[config.mk]
export PLATFORM = sky130hd
export DESIGN_NAME = sync_fifo_flagged
export DESIGN_NICKNAME = d
export VERILOG_FILES = /design/src/rtl/sync_fifo_flagged.sv
export SDC_FILE = /design/constraint.sdc
export NUM_CORES = 1
export LEC_CHECK = 0
export ABC_AREA = 1
export CORE_AREA = 3 3 108 110
export DETAILED_ROUTE_END_ITERATION = 16
export DIE_AREA = 0 0 111 113
export GPL_ROUTABILITY_DRIVEN = 1
export PLACE_DENSITY = 0.5
export SLEW_MARGIN = 20
export SYNTH_ARGS = -nofsm -noshare
export SYNTH_HDL_FRONTEND = slang
export SYNTH_SLANG_ARGS = --single-unit
[constraint.sdc]
create_clock -name clock -period 1.98 [get_ports clock]
set_input_delay 0.594 -clock clock [delete_from_list [all_inputs] [get_ports clock]]
set_output_delay 0.594 -clock clock [all_outputs]
set_load 0.02 [all_outputs]
[src/rtl/sync_fifo_flagged.sv]
// sync_fifo_flagged: single-clock FIFO with occupancy count, almost-full /
// almost-empty thresholds, sticky overflow/underflow flags and an optional
// first-word-fall-through read mode. All status outputs come from flops.
module sync_fifo_flagged #(
  parameter int DATA_WIDTH         = 8,
  parameter int ADDR_WIDTH         = 3,
  parameter int ALMOST_FULL_LEVEL  = 6,
  parameter int ALMOST_EMPTY_LEVEL = 2,
  parameter int FWFT               = 0
) (
  input  logic                  clock,
  input  logic                  reset_n,
  input  logic                  write_enable,
  input  logic [DATA_WIDTH-1:0] write_data,
  input  logic                  read_enable,
  output logic [DATA_WIDTH-1:0] read_data,
  output logic                  write_full,
  output logic                  read_empty,
  output logic                  almost_full,
  output logic                  almost_empty,
  output logic [ADDR_WIDTH:0]   fill_level,
  output logic                  overflow,
  output logic                  underflow,
  input  logic                  clear_errors
);

  localparam int DEPTH = 1 << ADDR_WIDTH;
  localparam int CW    = ADDR_WIDTH + 1;

  localparam logic [CW-1:0] DEPTH_C = CW'(DEPTH);
  localparam logic [CW-1:0] AF_C    = CW'(ALMOST_FULL_LEVEL);
  localparam logic [CW-1:0] AE_C    = CW'(ALMOST_EMPTY_LEVEL);

  // Storage array; contents deliberately survive reset.
  logic [DATA_WIDTH-1:0] mem [DEPTH];

  logic [ADDR_WIDTH-1:0] wr_ptr_q, wr_ptr_d;
  logic [ADDR_WIDTH-1:0] rd_ptr_q, rd_ptr_d;
  logic [CW-1:0]         fill_q, fill_d;
  logic                  full_q, full_d;
  logic                  empty_q, empty_d;
  logic                  af_q, af_d;
  logic                  ae_q, ae_d;
  logic                  ovf_q, ovf_d;
  logic                  unf_q, unf_d;
  logic [DATA_WIDTH-1:0] rd_data_q, rd_data_d;

  logic                  wr_acc;
  logic                  rd_acc;
  logic [DATA_WIDTH-1:0] head_word;

  // Word currently at the read pointer.
  assign head_word = mem[rd_ptr_q];

  // Acceptance, pointer/occupancy update and registered flag decode.
  always_comb begin
    wr_acc    = write_enable & ~full_q;
    rd_acc    = read_enable & ~empty_q;

    wr_ptr_d  = wr_ptr_q;
    rd_ptr_d  = rd_ptr_q;
    fill_d    = fill_q;
    rd_data_d = rd_data_q;

    if (wr_acc) begin
      wr_ptr_d = wr_ptr_q + 1'b1;
    end
    if (rd_acc) begin
      rd_ptr_d  = rd_ptr_q + 1'b1;
      // Standard mode: this is the registered read word.
      // FWFT mode: this remembers the last popped word so the output can
      // hold it while the FIFO is empty.
      rd_data_d = head_word;
    end

    case ({wr_acc, rd_acc})
      2'b10:   fill_d = fill_q + 1'b1;
      2'b01:   fill_d = fill_q - 1'b1;
      default: fill_d = fill_q;
    endcase

    // Flags are decoded from the next occupancy and registered, so they
    // change one cycle after the accepting edge and never glitch.
    full_d  = (fill_d == DEPTH_C);
    empty_d = (fill_d == '0);
    af_d    = (fill_d >= AF_C);
    ae_d    = (fill_d <= AE_C);

    // Sticky errors: a new set condition beats a simultaneous clear.
    ovf_d = ovf_q;
    if (clear_errors) begin
      ovf_d = 1'b0;
    end
    if (write_enable && full_q) begin
      ovf_d = 1'b1;
    end

    unf_d = unf_q;
    if (clear_errors) begin
      unf_d = 1'b0;
    end
    if (read_enable && empty_q) begin
      unf_d = 1'b1;
    end
  end

  // Control and status registers with synchronous active-low reset.
  always_ff @(posedge clock) begin
    if (!reset_n) begin
      wr_ptr_q  <= '0;
      rd_ptr_q  <= '0;
      fill_q    <= '0;
      full_q    <= 1'b0;
      empty_q   <= 1'b1;
      af_q      <= 1'b0;
      ae_q      <= 1'b1;
      ovf_q     <= 1'b0;
      unf_q     <= 1'b0;
      rd_data_q <= '0;
    end else begin
      wr_ptr_q  <= wr_ptr_d;
      rd_ptr_q  <= rd_ptr_d;
      fill_q    <= fill_d;
      full_q    <= full_d;
      empty_q   <= empty_d;
      af_q      <= af_d;
      ae_q      <= ae_d;
      ovf_q     <= ovf_d;
      unf_q     <= unf_d;
      rd_data_q <= rd_data_d;
    end
  end

  // Memory write port; a write coinciding with reset is discarded.
  always_ff @(posedge clock) begin
    if (reset_n && wr_acc) begin
      mem[wr_ptr_q] <= write_data;
    end
  end

  // Read data selection depends on the read mode.
  generate
    if (FWFT != 0) begin : g_fwft
      // Head word is shown directly from the array while data is present;
      // the selector is a registered flag, so there is no input-to-output path.
      assign read_data = empty_q ? rd_data_q : head_word;
    end else begin : g_std
      assign read_data = rd_data_q;
    end
  endgenerate

  assign write_full   = full_q;
  assign read_empty   = empty_q;
  assign almost_full  = af_q;
  assign almost_empty = ae_q;
  assign fill_level   = fill_q;
  assign overflow     = ovf_q;
  assign underflow    = unf_q;

endmodule

-- Word-level counts from Yosys, hierarchy flattened
Memory sizes are Yosys's and may differ from the RTL's. A register that Yosys moved wholly into a read port is not among the register bits.
Cells that the tools add are included.
- output and inout port bits: 18
- bits in writable memories: 64
- input port bits: 13
- memories kept: 1
- flip-flop bits (word level): 16
- logic and storage cells: 36
- memory list (memory ; depth ; bits a word ; read ports ; clocked after memory_dff ; write ports ; RTL line ; RTL):
    mem ; 8 ; 8 ; 1 ; 1 ; 1 ; 35 ; logic [DATA_WIDTH-1:0] mem [DEPTH];
- equal/unequal tests: 3
- $lt $le $gt $ge: 2
- multiplexer cells: 6
- add/subtract/negate cells: 4
- reduce and logical (&&, ||, !) cells: 7
- bitwise operators: 4
- operators with widths (cell ; count):
    case mux 4 bit (2 select lines) ; 1
    adder 3 x 1 -> 3 bit, second input constant ; 2
    two-way mux 1 bit ; 5
    adder 4 x 1 -> 4 bit, second input constant ; 1
    equality test 4 bit, second input constant ; 1
    greater-or-equal comparator 4 x 3 -> 1 bit, second input constant ; 1
    less-or-equal comparator 4 x 2 -> 1 bit, second input constant ; 1
    zero test 4 bit ; 1
    nonzero test 2 bit ; 2
    subtractor 4 x 1 -> 4 bit, second input constant ; 1
    logical AND 1 bit ; 3
    bitwise AND 1 bit ; 2
    equality test 2 x 1 -> 1 bit, second input constant ; 1
    equality test 2 bit, second input constant ; 1
    inverter 1 bit ; 2
    zero test 1 bit ; 1

-- Logic depth before layout (Yosys ltp)
- depth in word-level cells: 5
- depth in mapped cells: 13
- mapped depth without buffers: 13

-- Worst setup path after synthesis
No wires, ideal clock.
- kind: input to register
- from: in read_enable
- to: reg empty_q (netlist: read_empty)
- setup slack: 0.101 ns
- stages on the path: 12
- arrival: 1.757 ns
- path buffers: 0
- setup time: 0.123 ns
- required time: 1.857 ns
- cells stage by stage: inv_2 nor2_4 nand3_1 nand2_1 inv_2 ha_1 a21o_1 nand3b_1 nand3_1 nand2_1 a21oi_1 a21oi_1
- cells in the longest elaborated chain, start to end: 4
- elaborated cells on any way between the ends: 5
- those cells by class: 2 x eq/ne; 1 x mux; 1 x bitwise; 1 x reduce/logical
- RTL lines (what ; RTL line ; RTL):
    start, declared ; 15 ; input logic read_enable,
    bitwise AND 1 bit * ; 58 ; rd_acc = read_enable & ~empty_q;
    equality test 2 x 1 -> 1 bit or equality test 2 bit (tied branches) ; 76 ; case ({wr_acc, rd_acc})
    case mux 4 bit (2 select lines) * ; 76 ;
    zero test 4 bit * ; 85 ; empty_d = (fill_d == '0);
    end signal, assigned ; 125 ; empty_q <= empty_d;
    end, declared ; 41 ; logic empty_q, empty_d;
Every way passes the cells marked *; elsewhere a longest branch is shown, timed or not.
A chain may end at the register's enable or synchronous reset.

-- Worst setup path after layout
- from: reg unf_q (netlist: underflow)
- to: out underflow
- RTL lines (what ; RTL line ; RTL):
    start, declared ; 45 ; logic unf_q, unf_d;
    start signal, assigned ; 129 ; unf_q <= unf_d;
    end, declared ; 23 ; output logic underflow,
No word-level cell between the ends.

==> summary.md <==
| Metric | Value |
|---|---|
| Run status | `complete, no violations` |
| Post-CTS setup-driven buffer insertion count | `0` |
| Number of vias in the routed layout | `2,447` |
| Routed wire length | `7.863 mm` |
| Placer Congestion | `0.7448` |
| Number of hold-repair buffers added at the cts stage | `0` |
| Count of final hold-check violations | `0` |
| Maximum fanout along the worst path | `2` |
| Number of antenna violations at the first check in global routing | `0` |
| Syn-to-layout area delta | `24.15%` |
| Diodes inserted | `0` |
| CTS buffer count | `9` |
| Number of core rows | `38` |
| Largest vdd supply drop | `roughly 0.00053 V` |
| Via count of the first global-routing pass | `approximately 2,500` |
| Cells on worst reg2reg path | `13` |
| DIE HEIGHT | `113 µm` |
| Synth Cell Area | `0.003512 mm²` |
| Initial DRT Pass Iterations | `4` |
| Die Outline Area | `0.01254 mm²` |
| Pin count of the biggest net entering global routing | `35` |
| Worst flop-to-flop path endpoint | `read_empty` |
| Root buffer cell | `clkbuf_8` |
| Routed WL per cell | `15.39 µm` |
| CP max stage cell | `clkdlybuf4s50_1` |
| Crit-path max cell delay | `0.61 ns` |
| Leakage | `1.603 nW` |
| Ports | `31` |
| Worst Tran Pin Value | `0.5751 ns` |
| Initial standard-cell utilization of the core | `32.54%` |
| Wire length of the first global-routing pass | `12.99 mm` |
| Reg2reg setup slack | `0.29 ns` |
| Sequential element share of the synthesized area | `68.40%` |
| Share of layout cells above drive strength 1 | `approximately 16%` |
| Mean instance size in the synthesized netlist | `11.29 µm²` |
| Overall Global Routing Usage | `13.38%` |
| Bufs and invs on worst path | `1` |
| Final period utilization | `95.93%` |
| Number of sinks on the clock net | `about 90` |
| Path type of the worst setup path | `register to output pin` |
| Logic depth of the worst path, buffers included | `1` |
| Maximum clock rate | `0.5265 GHz` |
| Fill cell instance count of the final layout | `1,031` |
| Max Clock Skew | `0.004805 ns` |
| Max-slew violation count | `0` |
| Clock slew at reported path FFs | `0.09 ns` |
| Total Nets Final | `roughly 380` |
| Endpoint kind of the worst setup timing path | `output pin` |
| Warnings from Yosys | `0` |
| Timing endpoint of the critical path | `underflow` |
| Areal power density over the cells | `1191 mW/mm²` |
| Max-cap violations | `0` |
| Path class of the lowest-slack min-delay path | `register to register` |
| Post-synth cell types | `24` |
| Startpoint of the most critical setup path | `underflow` |
| Total global routing overflow | `0` |
| Post-CTS sizing | `10` |
| Clock latency at the later pin of the worst-skew pair | `0.35 ns` |
| Slew HR | `between 60 and 70%` |
| Syn_nets | `328` |
| Number of cells after detailed placement | `495` |
| Residual DRC count | `0` |
| Critical Path Start Type | `register` |
| Data required time of the worst path | `1.39 ns` |
| Via count normalized by instance count | `4.789` |
| Final period demand of the worst path | `1.899 ns` |
| Unrepaired setup endpoints after global routing | `false` |
| Cell family with most CP delay | `buffers and inverters` |
| Count of H-tree levels built during CTS | `3` |
| Post-route ant nets | `0` |
| Arrival @ worst endpoint | `1.31 ns` |
| Detail Placement HPWL | `5.284 mm` |
| First DRT Iteration DRCs | `182` |
| Placeable core region | `0.01079 mm²` |
| CP Cell Sequence | `clkdlybuf4s50_1` |
| Flip-flop and latch count after synthesis | `88` |
| Source of the worst register-to-register timing path | `write_full` |
| Fin cells | `~510` |
| Count of buffers inserted at the top-level ports | `30` |
| Buffer depth of the longest clock path | `2` |
| Die Wd | `111 µm` |
| Summed negative setup slack over all endpoints | `0 ns` |
| Cells after synthesis | `311` |
| Finish-stage setup viols | `0` |
| CTS tree | `yes` |
==> cells in the mapped netlist <==
cell | n | area share [%]
nor3_1 | 4 | 0.57
nand3_2 | 1 | 0.29
inv_2 | 4 | 0.43
nor2_2 | 2 | 0.36
nand3_1 | 11 | 1.6
nand2_2 | 4 | 0.71
clkbuf_1 | 2 | 0.21
nand3b_1 | 1 | 0.21
inv_1 | 17 | 1.8
nand2_1 | 26 | 2.8
nor2_1 | 42 | 4.5
xnor2_1 | 2 | 0.50
edfxtp_1 | 64 | 55
a21oi_1 | 19 | 2.7
o21ai_0 | 34 | 4.8
ha_1 | 4 | 1.4
nand2_4 | 1 | 0.32
dfxtp_1 | 24 | 14
nor2_4 | 1 | 0.32
o21ai_1 | 21 | 3.0
o221ai_1 | 8 | 2.0
buf_2 | 10 | 1.4
o22ai_1 | 8 | 1.4
a21o_1 | 1 | 0.21
==> final cells by class <==
type	instances	area (µm²)	share of cell area, %
Sequential cell	88	2402	55.09
Multi-Input combinational cell	190	992.2	22.75
Timing Repair Buffer	56	493.0	11.31
Tap cell	140	175.2	4.017
Clock buffer	9	123.9	2.841
Clock inverter	7	95.09	2.181
Inverter	21	78.83	1.808
==> stage by stage <==
| step | power [W] | hold WS [ns] | area [µm²] | util [%] | setup slack, ns |
|---|---|---|---|---|---|
| after floorplan | 0.003242 | 0.4864 | 3512 | - | 0.1005 |
| after global placement | 0.003883 | 0.4479 | 4125 | 38.22 | -0.4692 |
| after detailed placement | 0.003887 | 0.4527 | 4125 | 38.22 | -0.5144 |
| after CTS | 0.005235 | 0.4724 | 4349 | 40.30 | 0.01166 |
| after global routing | 0.005536 | 0.4939 | 4360 | 40.40 | 0.003659 |
| final | 0.005195 | 0.4704 | 4360 | 40.40 | 0.08055 |
==> flip-flops by register name, summed over array words and instances (netlist names), 3 cells and up <==
register	flops
fill_level	4
mem	64
rd_ptr_q	3
read_data	8
wr_ptr_q	3
==> routing by layer <==
layer	wire (µm)	vias to the layer above	GRT usage (%)
li1	-	1222	-
met1	3658	1179	17.50
met2	3878	35	22.13
met3	206	11	1.979
met4	121	0	6.076
met5	0	-	0
==> cells in the final DEF (no fill, tap or decap), drive strengths merged, types with 2 or more instances in the layout <==
master,instances
nor3,4
nand3,12
o221ai,8
nor2,45
ha,4
clkinvlp,3
clkbuf,9
buf,26
nand2,31
o21ai,55
bufinv,2
dfxtp,24
edfxtp,64
dlymetal6s2s,2
a21oi,19
dlygate4sd2,6
clkdlybuf4s50,22
o22ai,8
xnor2,2
inv,22
==> worst min-delay path by stage <==
stage | to | from | depth (start not counted)
after detailed placement | underflow | underflow | 2
after global placement | overflow | overflow | 2
final | underflow | underflow | 2
after floorplan | wr_ptr_q[2] | wr_ptr_q[2] | 2
after CTS | underflow | underflow | 2
after global routing | underflow | underflow | 2
==> logic make-up after synthesis <==
logic type | after synthesis | synth area share (%)
fa+ha+maj | 4 | 1.425
simple gates | 93 | 11.61
flops | 88 | 68.40
xor+xnor | 2 | 0.4988
compound gates | 91 | 14.18
buf+inv | 33 | 3.883
==> power by group <==
| part | switching [W] | internal [W] | total [W] |
|---|---|---|---|
| clock | 0.000642 | 0.000710 | 0.00135 |
| sequential | 0.000117 | 0.00215 | 0.00226 |
| combinational | 0.000950 | 0.000629 | 0.00158 |
| total | 0.00171 | 0.00349 | 0.00520 |
No activity file was read; power rests on OpenSTA's default activity.
